### config.mk
export PLATFORM = sky130hd
export DESIGN_NAME = autotype_sequencer
export DESIGN_NICKNAME = d
export VERILOG_FILES = /design/src/rtl/autotype_sequencer.sv
export SDC_FILE = /design/constraint.sdc
export NUM_CORES = 1
export LEC_CHECK = 0
export ABC_AREA = 1
export CORE_MARGIN = 10
export CORE_UTILIZATION = 50
export CTS_CLUSTER_DIAMETER = 200
export CTS_CLUSTER_SIZE = 30
export DETAILED_ROUTE_END_ITERATION = 12
export HOLD_SLACK_MARGIN = 0.05
export PLACE_DENSITY_LB_ADDON = 0.25
export SKIP_CTS_REPAIR_TIMING = 1
export SYNTH_ARGS = -nofsm -noshare
export SYNTH_HDL_FRONTEND = slang
export SYNTH_SLANG_ARGS = --single-unit
export TNS_END_PERCENT = 50
### constraint.sdc
create_clock -name clk -period 3 [get_ports clk]
set_clock_uncertainty 0.2 [all_clocks]
set_input_delay 0.6 -clock clk [delete_from_list [all_inputs] [get_ports clk]]
set_output_delay 0.6 -clock clk [all_outputs]
set_load 0.05 [all_outputs]
### src/rtl/autotype_sequencer.sv
// Scripted key-press sequencer: plays SCRIPT one step at a time as PRESS/GAP windows on a one-hot key bus.
// Optional macro AUTOTYPE_REPEAT_EN: the script loops from step 0 after every END cycle.
module autotype_sequencer #(
  parameter int                   KEYS         = 8,
  parameter int                   STEPS        = 8,
  parameter logic [STEPS*8-1:0]   SCRIPT       = {STEPS{8'hFF}},
  parameter int                   PRESS_CYCLES = 2**24,
  parameter int                   GAP_CYCLES   = 2**24,
  parameter int                   AUTOSTART    = 1
) (
  input  logic            clk,
  input  logic            reset,
  input  logic            start,
  input  logic            abort,
  output logic [KEYS-1:0] key,
  output logic            target_n_reset,
  output logic            busy,
  output logic            done
);

  localparam int MAX_CYC = (PRESS_CYCLES > GAP_CYCLES) ? PRESS_CYCLES : GAP_CYCLES;
  localparam int CNT_W   = $clog2(MAX_CYC) + 1;
  localparam int IDX_W   = $clog2(STEPS + 1);
  localparam int MEM_N   = 2**IDX_W;

  typedef enum logic [1:0] {S_IDLE, S_PRESS, S_GAP, S_END} state_t;

  state_t           state_reg, state_next;
  logic [IDX_W-1:0] idx_reg, idx_next;
  logic [CNT_W-1:0] cnt_reg, cnt_next;
  logic [KEYS-1:0]  key_reg, key_next;
  logic             tnr_reg, tnr_next;
  logic             busy_reg, busy_next;
  logic             done_reg, done_next;
  logic             auto_reg;
  logic             launch;

  // Entries past the script read as 8'hFF, so running off the end behaves like an end code.
  logic [7:0] script_mem [MEM_N];
  genvar gi;
  generate
    for (gi = 0; gi < MEM_N; gi++) begin : g_mem
      if (gi < STEPS) begin : g_step
        assign script_mem[gi] = SCRIPT[8*gi +: 8];
      end else begin : g_pad
        assign script_mem[gi] = 8'hFF;
      end
    end
  endgenerate

  // Step about to be entered: the next one when leaving GAP, otherwise step 0.
  logic [IDX_W-1:0] launch_idx;
  logic [7:0]       launch_code;
  logic [KEYS-1:0]  key_dec;

  assign launch_idx  = (state_reg == S_GAP) ? idx_reg + IDX_W'(1) : '0;
  assign launch_code = script_mem[launch_idx];

  generate
    for (gi = 0; gi < KEYS; gi++) begin : g_dec
      assign key_dec[gi] = (launch_code == 8'(gi));
    end
  endgenerate

  always_comb begin
    state_next = state_reg;
    idx_next   = idx_reg;
    cnt_next   = cnt_reg;
    key_next   = '0;
    tnr_next   = 1'b1;
    busy_next  = 1'b0;
    done_next  = 1'b0;
    launch     = 1'b0;

    case (state_reg)
      S_IDLE: begin
        if (start || auto_reg) launch = 1'b1;
      end
      S_PRESS: begin
        busy_next = 1'b1;
        if (cnt_reg == '0) begin
          state_next = S_GAP;
          cnt_next   = CNT_W'(GAP_CYCLES - 1);
        end else begin
          cnt_next = cnt_reg - CNT_W'(1);
          key_next = key_reg;
          tnr_next = tnr_reg;
        end
      end
      S_GAP: begin
        if (cnt_reg == '0) begin
          launch = 1'b1;
        end else begin
          busy_next = 1'b1;
          cnt_next  = cnt_reg - CNT_W'(1);
        end
      end
      S_END: begin
`ifdef AUTOTYPE_REPEAT_EN
        launch = 1'b1;
`else
        state_next = S_IDLE;
`endif
      end
      default: state_next = S_IDLE;
    endcase

    if (launch) begin
      idx_next = launch_idx;
      if (launch_code == 8'hFF) begin
        state_next = S_END;
        done_next  = 1'b1;
      end else begin
        state_next = S_PRESS;
        cnt_next   = CNT_W'(PRESS_CYCLES - 1);
        busy_next  = 1'b1;
        key_next   = key_dec;
        tnr_next   = (launch_code != 8'hFE);
      end
    end

    if (abort) begin
      state_next = S_IDLE;
      idx_next   = '0;
      key_next   = '0;
      tnr_next   = 1'b1;
      busy_next  = 1'b0;
      done_next  = 1'b0;
    end
  end

  always_ff @(posedge clk) begin
    if (reset) begin
      state_reg <= S_IDLE;
      idx_reg   <= '0;
      cnt_reg   <= '0;
      key_reg   <= '0;
      tnr_reg   <= 1'b0;
      busy_reg  <= 1'b0;
      done_reg  <= 1'b0;
      auto_reg  <= (AUTOSTART != 0);
    end else begin
      state_reg <= state_next;
      idx_reg   <= idx_next;
      cnt_reg   <= cnt_next;
      key_reg   <= key_next;
      tnr_reg   <= tnr_next;
      busy_reg  <= busy_next;
      done_reg  <= done_next;
      auto_reg  <= 1'b0;
    end
  end

  assign key            = key_reg;
  assign target_n_reset = tnr_reg;
  assign busy           = busy_reg;
  assign done           = done_reg;

endmodule

======== Yosys cells after proc, flatten, opt, wreduce, memory -nomap -nowiden ========
Memory sizes are Yosys's and may differ from the RTL's.
Cells that the tools add are included.
operators by class
  add/sub/neg operators ................... 2
  multipliers ............................. 0
  div/mod/pow operators ................... 0
  order comparisons ....................... 1
  equal/unequal tests ..................... 13
  shift operators ......................... 0
  mux-type cells .......................... 30
  bitwise operators ....................... 2
  reduce and logical (&&, ||, !) cells .... 8
operator list
  operator                                                  count
  2-to-1 mux 25 bit                                         4
  case mux 25 bit (2 select lines)                          1
  2-to-1 mux 8 bit                                          6
  equality test 8 x 3 -> 1 bit, second input constant       4
  zero test 25 bit                                          1
  subtractor 25 x 1 -> 25 bit, second input constant        1
  equality test 8 x 2 -> 1 bit, second input constant       2
  2-to-1 mux 1 bit                                          12
  equality test 8 x 1 -> 1 bit, second input constant       1
  equality test 8 bit, second input constant                1
  zero test 8 bit                                           1
  != test 8 bit, second input constant                      1
  2-to-1 mux 2 bit                                          3
  greater-or-equal comparator 5 bit, second input constant  1
  NOT 4 -> 5 bit                                            1
  adder 4 x 1 -> 4 bit, second input constant               1
  equality test 2 bit, second input constant                2
  2-to-1 mux 4 bit                                          1
  case mux 1 bit (2 select lines)                           2
  case mux 2 bit (2 select lines)                           1
  != test 3 bit, second input constant                      1
  nonzero test 3 bit                                        1
  OR reduction 3 bit                                        1
  equality test 2 x 1 -> 1 bit, second input constant       1
  other kinds (5)                                           5
word-level totals
  register bits ........................... 43
  latch bits .............................. 0
  bits in writable memories ............... 0
  memory bits (read-only) ................. 128
  input bits .............................. 4
  word-level logic and storage cells ...... 65
  memories kept ........................... 1
memories
  name              words  bits a word  rd ports  clocked after memory_dff  write ports  line  source
  (name not given)  16     8            1         0                         0            57    assign launch_code = script_mem[launch_idx];

======== Logic depth before layout (Yosys ltp) ========
Gate-level depths: netlist of run 1.
  word-level depth ........................ 10
  mapped depth ............................ 13
  depth with buffers taken out ............ 13

======== Least setup slack after synthesis of run 1 ========
OpenSTA, ideal clock, no wires.
  path kind ............................... flip-flop to flip-flop
  from .................................... reg cnt_reg[0]
  to ...................................... reg cnt_reg[4]
  setup time .............................. 0.141 ns
  data arrival time ....................... 1.520 ns
  slack ................................... 1.139 ns
  cell stages (with the launch flop) ...... 13
  buffers on the path ..................... 1
  clock period less this slack ............ 1.861 ns
  cell sequence ........................... dfxtp_1 > inv_1 > ha_1 > nand2_2 > nor2_4 > nand2_2 > nor2_4 > nand2_4 > nand2_8 > inv_4 > buf_6 > nand4_1 > a21oi_1
on the way
  cells in the longest elaborated chain, start to end .. 5
  elaborated cells between the ends (all ways) .. 9
  those cells by class .................... add/sub (1); mux (7); reduce/logical (1)
RTL lines
  what                                                             line    source
  start: declaration                                               30      logic [CNT_W-1:0] cnt_reg, cnt_next;
  start signal: assignment                                         145     cnt_reg <= cnt_next;
  subtractor 25 x 1 -> 25 bit or zero test 25 bit (tied branches)  n/a
  2-to-1 mux 25 bit, on equally long branches                      91, 81
  case mux 25 bit (2 select lines)                                 75      case (state_reg)
  2-to-1 mux 25 bit                                                110     if (launch_code == 8'hFF) begin
  2-to-1 mux 25 bit (*)                                            108     if (launch) begin
Every way passes the cells marked *; elsewhere a longest branch is shown, timed or not.
A chain may end at the register's enable or synchronous reset.

======== Final worst setup path of run 1 ========
  from .................................... reg state_reg[0]
  to ...................................... reg cnt_reg[24]
on the way
  cells in the longest elaborated chain, start to end .. 9
  elaborated cells between the ends (all ways) .. 13
  those cells by class .................... eq/ne (3); mux (7); bitwise (1); reduce/logical (1); memory (1)
RTL lines
  what                                                  line    source
  start: declaration                                    28      state_t state_reg, state_next;
  start signal: assignment                              143     state_reg <= state_next;
  equality test 2 bit                                   56, 75
  2-to-1 mux 4 bit                                      56      assign launch_idx = (state_reg == S_GAP) ? idx_reg + IDX_W'(1) : '0;
  NOT 4 -> 5 bit (implied by the code)                  57
  memory (16 x 8 bit)                                   n/a
  2-to-1 mux 8 bit (implied by the code) (2 in series)  57
  equality test 8 bit                                   110
  2-to-1 mux 25 bit                                     110
  2-to-1 mux 25 bit (*)                                 108
Every way passes the cells marked *; elsewhere a longest branch is shown, timed or not. The select of a mux whose other input is x is not followed.

==> results.sh, run 1 <==
export IMPL_die_h_um=85.2
export IMPL_antenna_left=0
export IMPL_clockBufferDepth=2
export IMPL_crit_top_cell="inv_1"
export IMPL_vias=1795
export IMPL_ff2ff_path_depth=8
export IMPL_post_route_drc_count=0
export IMPL_via_per_inst=5.10
export IMPL_grt_setup_unrepaired="no"
export IMPL_synth_most_common_cell="nand2_1"
export IMPL_syn_inst=296
export IMPL_cts_tree="yes"
export IMPL_numPlacedInstances=344
export IMPL_min_period_ns=2.34
export IMPL_maxCapViolations=0
export IMPL_worst_ep_required_time_ns=2.98
export IMPL_crit_fanout=25
export IMPL_r2r_slack_ns=0.66
export IMPL_yosys_area_top_type="dfxtp_1"
export IMPL_drt_iter0_markers=93
export IMPL_synthArstFlopShare_pct=0
export IMPL_crit_path_cell_trace="inv_1, ha_1, or2_2, nand2_8, inv_4, nand2_1, o21ai_0, inv_1"
export IMPL_drive_gt1_share_pct=20.9
export IMPL_area_growth_syn_to_layout_pct=5.06
export IMPL_dieArea_mm2=0.00727
export IMPL_r2r_end="cnt_reg[24]$_SDFFE_PP0P_"
export IMPL_ys_ff_latch=31
export IMPL_synth_edf_count=0
export IMPL_drtPass1Iterations=4
export IMPL_cts_root_buf="clkbuf_8"
export IMPL_fin_cells=352
export IMPL_path_class="reg -> reg"
export IMPL_ys_flop_type="dfxtp_1"
export IMPL_path_clk_slew_ns=0.07
export IMPL_wl_per_cell_um=12.5
export IMPL_hold_path_class="reg -> reg"
export IMPL_tightest_slew_ns=0.583
export IMPL_start_util_pct=52.5
export IMPL_whs_path_depth=2
export IMPL_fp_dieW_um=85.2
export IMPL_antenna_diode_count=0
export IMPL_finalCritPeriodShare_pct=77.9
export IMPL_min_from="cnt_reg[1]$_SDFFE_PP0P_"
export IMPL_largest_register_ffs=25
export IMPL_cts_buffers=5
export IMPL_cp_end_kind="flop"
export IMPL_ys_top_cells_by_area="dfxtp_1 (29%), nand2_1 (11%), a21oi_2 (7.0%), nor2_1 (6.9%), nand2_2 (6.2%)"
export IMPL_setup_viol=0
export IMPL_core_area_mm2=0.00406
export IMPL_antenna_found_initial=0
export IMPL_synth_top_area_share_pct=29.2
export IMPL_finalNetCount=310
export IMPL_io_buffers=6
export IMPL_worstSetupStartpointType="flop"
export IMPL_grt_overflow=0
export IMPL_postSynthAreaPerCell_um2=7.19
export IMPL_htree_levels=2
export IMPL_r2r_start="state_reg[0]$_SDFFE_PP0P_"
export IMPL_slowest_stage="ha_1"
export IMPL_grt_pass1_vias=1733
export IMPL_cts_sinks=31
export IMPL_grt_usage_pct=12.8
export IMPL_placementRows=23
export IMPL_finalWirelength_um=4420
export IMPL_hold_viol_final=0
export IMPL_tns_ns=0
export IMPL_fin_hold_ws_ns=0.275
export IMPL_grt_max_degree=26
export IMPL_slowest_delay_ns=0.54
export IMPL_worstHoldEndpoint="cnt_reg[1]$_SDFFE_PP0P_"
export IMPL_grt_first_pass_wirelength_um=7870
export IMPL_fmax_ghz=0.428
export IMPL_slew_violations=0
export IMPL_max_slew_margin_pct=61.1
export IMPL_status="completed"
export IMPL_ys_warn_count=0
export IMPL_synthTopCellsByCount="nand2_1 (61), nor2_1 (39), dfxtp_1 (31)"
export IMPL_clock_latency_ns=0.29
export IMPL_gp_congestion=0.861
export IMPL_ys_seq_area_share_pct=29.2
export IMPL_cp_arrival_ns=2.32
export IMPL_ioPinCount=15
export IMPL_hpwlAfterDp_um=3320
export IMPL_syn_area_mm2=0.00213
export IMPL_synthDistinctLibCells=35
==> cell type report <==
cell class,count,area [µm²]
fill,400,1820
timing repair buffer,8,75.1
inverter,24,92.6
sequential,31,621
clock inverter,1,5.00
multi-input combinational,231,1300
clock buffer,7,76.3
tap,50,62.6
==> logic make-up (layout without fill, tap and decap cells) <==
family,after synthesis,count (layout),share of synthesized area [%]
and+or+nand+nor,160,160,37.0
buffers and inverters,41,40,10.8
AOI/OAI and AO/OA,47,47,15.4
other,1,8,0.176
adders and majority gates,5,5,2.94
DFF,31,31,29.2
xor gates and xnor gates,11,11,4.53
==> critical path, delay by kind of cell (launching register included) <==
family,cells,cell delay [ns]
AND/OR/NAND/NOR,3,0.56
flip-flops,1,0.34
adder cells (fa/ha/maj),1,0.54
AO/OA/AOI/OAI,1,0.18
buffers and inverters,3,0.39
==> how the worst max path moves through the flow <==
stage | start | to
floorplan | cnt_reg[0]$_SDFFE_PP0P_ | cnt_reg[4]$_SDFFE_PP0P_
global placement | state_reg[0]$_SDFFE_PP0P_ | cnt_reg[24]$_SDFFE_PP0P_
detailed placement | state_reg[0]$_SDFFE_PP0P_ | cnt_reg[24]$_SDFFE_PP0P_
CTS | state_reg[0]$_SDFFE_PP0P_ | cnt_reg[24]$_SDFFE_PP0P_
global route | state_reg[0]$_SDFFE_PP0P_ | cnt_reg[24]$_SDFFE_PP0P_
finish | state_reg[0]$_SDFFE_PP0P_ | cnt_reg[24]$_SDFFE_PP0P_
==> routing by layer <==
metal,up-vias,GRT usage (%),wire length [µm]
met1,819,15.8,2210
met2,26,20.5,1970
met3,6,4.30,196
met5,-,0,0
met4,0,3.74,45
li1,944,-,-
==> metrics by stage <==
stage,util (%),instance area [µm²],setup WS [ns]
2_1_floorplan,-,2150,1.14
3_3_place_gp,53.1,2150,0.756
3_5_place_dp,53.1,2150,0.695
4_1_cts,55.1,2240,0.688
5_1_grt,55.1,2240,0.501
6_report,55.1,2240,0.664
==> placed cells by master, fill, tap and decap left out, types with 2 or more instances in the layout <==
cell type,n
dfxtp_1,31
nand2_2,21
conb_1,8
nand2_1,61
or2_2,4
o21ai_0,7
nand4_1,4
nand3_1,16
nor2_4,5
inv_1,23
a21oi_1,11
xnor2_1,10
o211ai_1,6
clkbuf_1,2
a21oi_2,17
ha_1,5
o21bai_1,4
clkdlybuf4s50_1,6
buf_4,2
nor2_2,3
nor2_1,39
clkbuf_8,5
Power of run 1 is left out: the tool's default activity adds up to more than one toggle a clock period on the data nets, which glitch-free logic cannot reach.
==> inputs of run 2 (changes only) <==
- clock period: 3 -> 2.2 ns (I/O delays scaled with it)
==> results.sh, run 2 (same netlist as run 1, synthesis figures left out) <==
export IMPL_status="completed"
export IMPL_finish_utilization_pct=56.7
export IMPL_fp_dieW_um=85.2
export IMPL_grt_max_degree=23
export IMPL_path_buf_inv=1
export IMPL_grt_setup_unrepaired="no"
export IMPL_htree_levels=2
export IMPL_path_clk_slew_ns=0.07
export IMPL_clockBufferDepth=2
export IMPL_clock_latency_ns=0.29
export IMPL_slowest_delay_ns=0.81
export IMPL_cts_tree="yes"
export IMPL_die_h_um=85.2
export IMPL_via_per_inst=5.18
export IMPL_io_buffers=6
export IMPL_grt_pass1_vias=1809
export IMPL_cp_end_kind="output port"
export IMPL_post_route_drc_count=0
export IMPL_drtPass1Iterations=4
export IMPL_drive_gt1_share_pct=22.5
export IMPL_vias=1844
export IMPL_wl_per_cell_um=12.7
export IMPL_crit_path_cell_trace="clkdlybuf4s50_1"
export IMPL_cp_arrival_ns=1.43
export IMPL_core_area_mm2=0.00406
export IMPL_hold_viol_final=0
export IMPL_final_cell_mix="nand2_1 (61), nor2_1 (39), dfxtp_1 (31)"
export IMPL_finalCritPeriodShare_pct=94.3
export IMPL_grt_overflow=0
export IMPL_antenna_found_initial=0
export IMPL_slew_violations=0
export IMPL_grt_first_pass_wirelength_um=8220
export IMPL_min_period_ns=2.07
export IMPL_largest_register_ffs=25
export IMPL_finalNetCount=314
export IMPL_setup_viol=0
export IMPL_cts_sinks=31
export IMPL_max_slew_margin_pct=65.8
export IMPL_cts_root_buf="clkbuf_8"
export IMPL_area_growth_syn_to_layout_pct=8.17
export IMPL_dieArea_mm2=0.00727
export IMPL_hpwlAfterDp_um=3510
export IMPL_tns_ns=0
export IMPL_hold_path_class="reg -> reg"
export IMPL_slowest_stage="clkdlybuf4s50_1"
export IMPL_gp_congestion=0.901
export IMPL_maxCapViolations=0
export IMPL_cts_buffers=5
export IMPL_placementRows=23
export IMPL_ioPinCount=15
export IMPL_tightest_slew_ns=0.511
export IMPL_nFillCells=386
export IMPL_crit_fanout=2
export IMPL_grt_usage_pct=13.2
export IMPL_worst_ep_required_time_ns=1.56
export IMPL_drt_iter0_markers=83
export IMPL_path_class="reg -> out"
export IMPL_worstSetupStartpointType="flop"
export IMPL_fin_cells=356
export IMPL_numPlacedInstances=348
export IMPL_antenna_left=0
export IMPL_path_delay_family="buffers and inverters"
export IMPL_r2r_slack_ns=0.22
export IMPL_final_common_cell="nand2_1"
export IMPL_start_util_pct=52.5
export IMPL_antenna_diode_count=0
export IMPL_fmax_ghz=0.482
export IMPL_finalWirelength_um=4530
[run 2: area by class of cell]
cell class | count | area [µm²] | area share (%)
Multi-Input combinational cell | 231 | 1300 | 56.6
Sequential cell | 31 | 621 | 27.0
Timing Repair Buffer | 12 | 105 | 4.57
Inverter | 24 | 92.6 | 4.02
Clock buffer | 6 | 82.6 | 3.59
Tap cell | 50 | 62.6 | 2.72
Clock inverter | 2 | 35.0 | 1.52
[run 2: through the flow]
step	worst slack, ns	hold slack (ns)	instance area [µm²]
floorplan	0.339	0.248	2150
global placement	0.258	0.276	2180
detailed placement	0.230	0.277	2180
CTS	0.105	0.288	2300
global route	0.0168	0.310	2300
finish	0.126	0.283	2300
[run 2: worst register-to-register path, stage by stage, from the launching register on]
cell and delay, ns:
dfxtp_1 0.31, inv_1 0.07, ha_1 0.18, buf_4 0.15, inv_1 0.06, nor4_2 0.39, nand3_1 0.14, nand3_1 0.17
nand3_1 0.10, nand2_1 0.07, nor2_1 0.04
[run 2: final timing paths]
path / from / endpoint / cells past startpoint
worst max register to register: cnt_reg[0]$_SDFFE_PP0P_ / state_reg[1]$_SDFFE_PP0P_ / 10
worst max-delay path: target_n_reset$_SDFF_PP0_ / target_n_reset / 1
worst min register to register: target_n_reset$_SDFF_PP0_ / target_n_reset$_SDFF_PP0_ / 2
worst min-delay path: target_n_reset$_SDFF_PP0_ / target_n_reset$_SDFF_PP0_ / 2
[run 2: layer usage]
layer	track usage, %	wire [µm]	vias to the layer above
met2	22.1	2160	30
met5	0	0	-
li1	-	-	955
met1	16.4	2150	853
met4	3.44	33	0
met3	3.15	191	6
Power of run 2 is left out for the same reason.
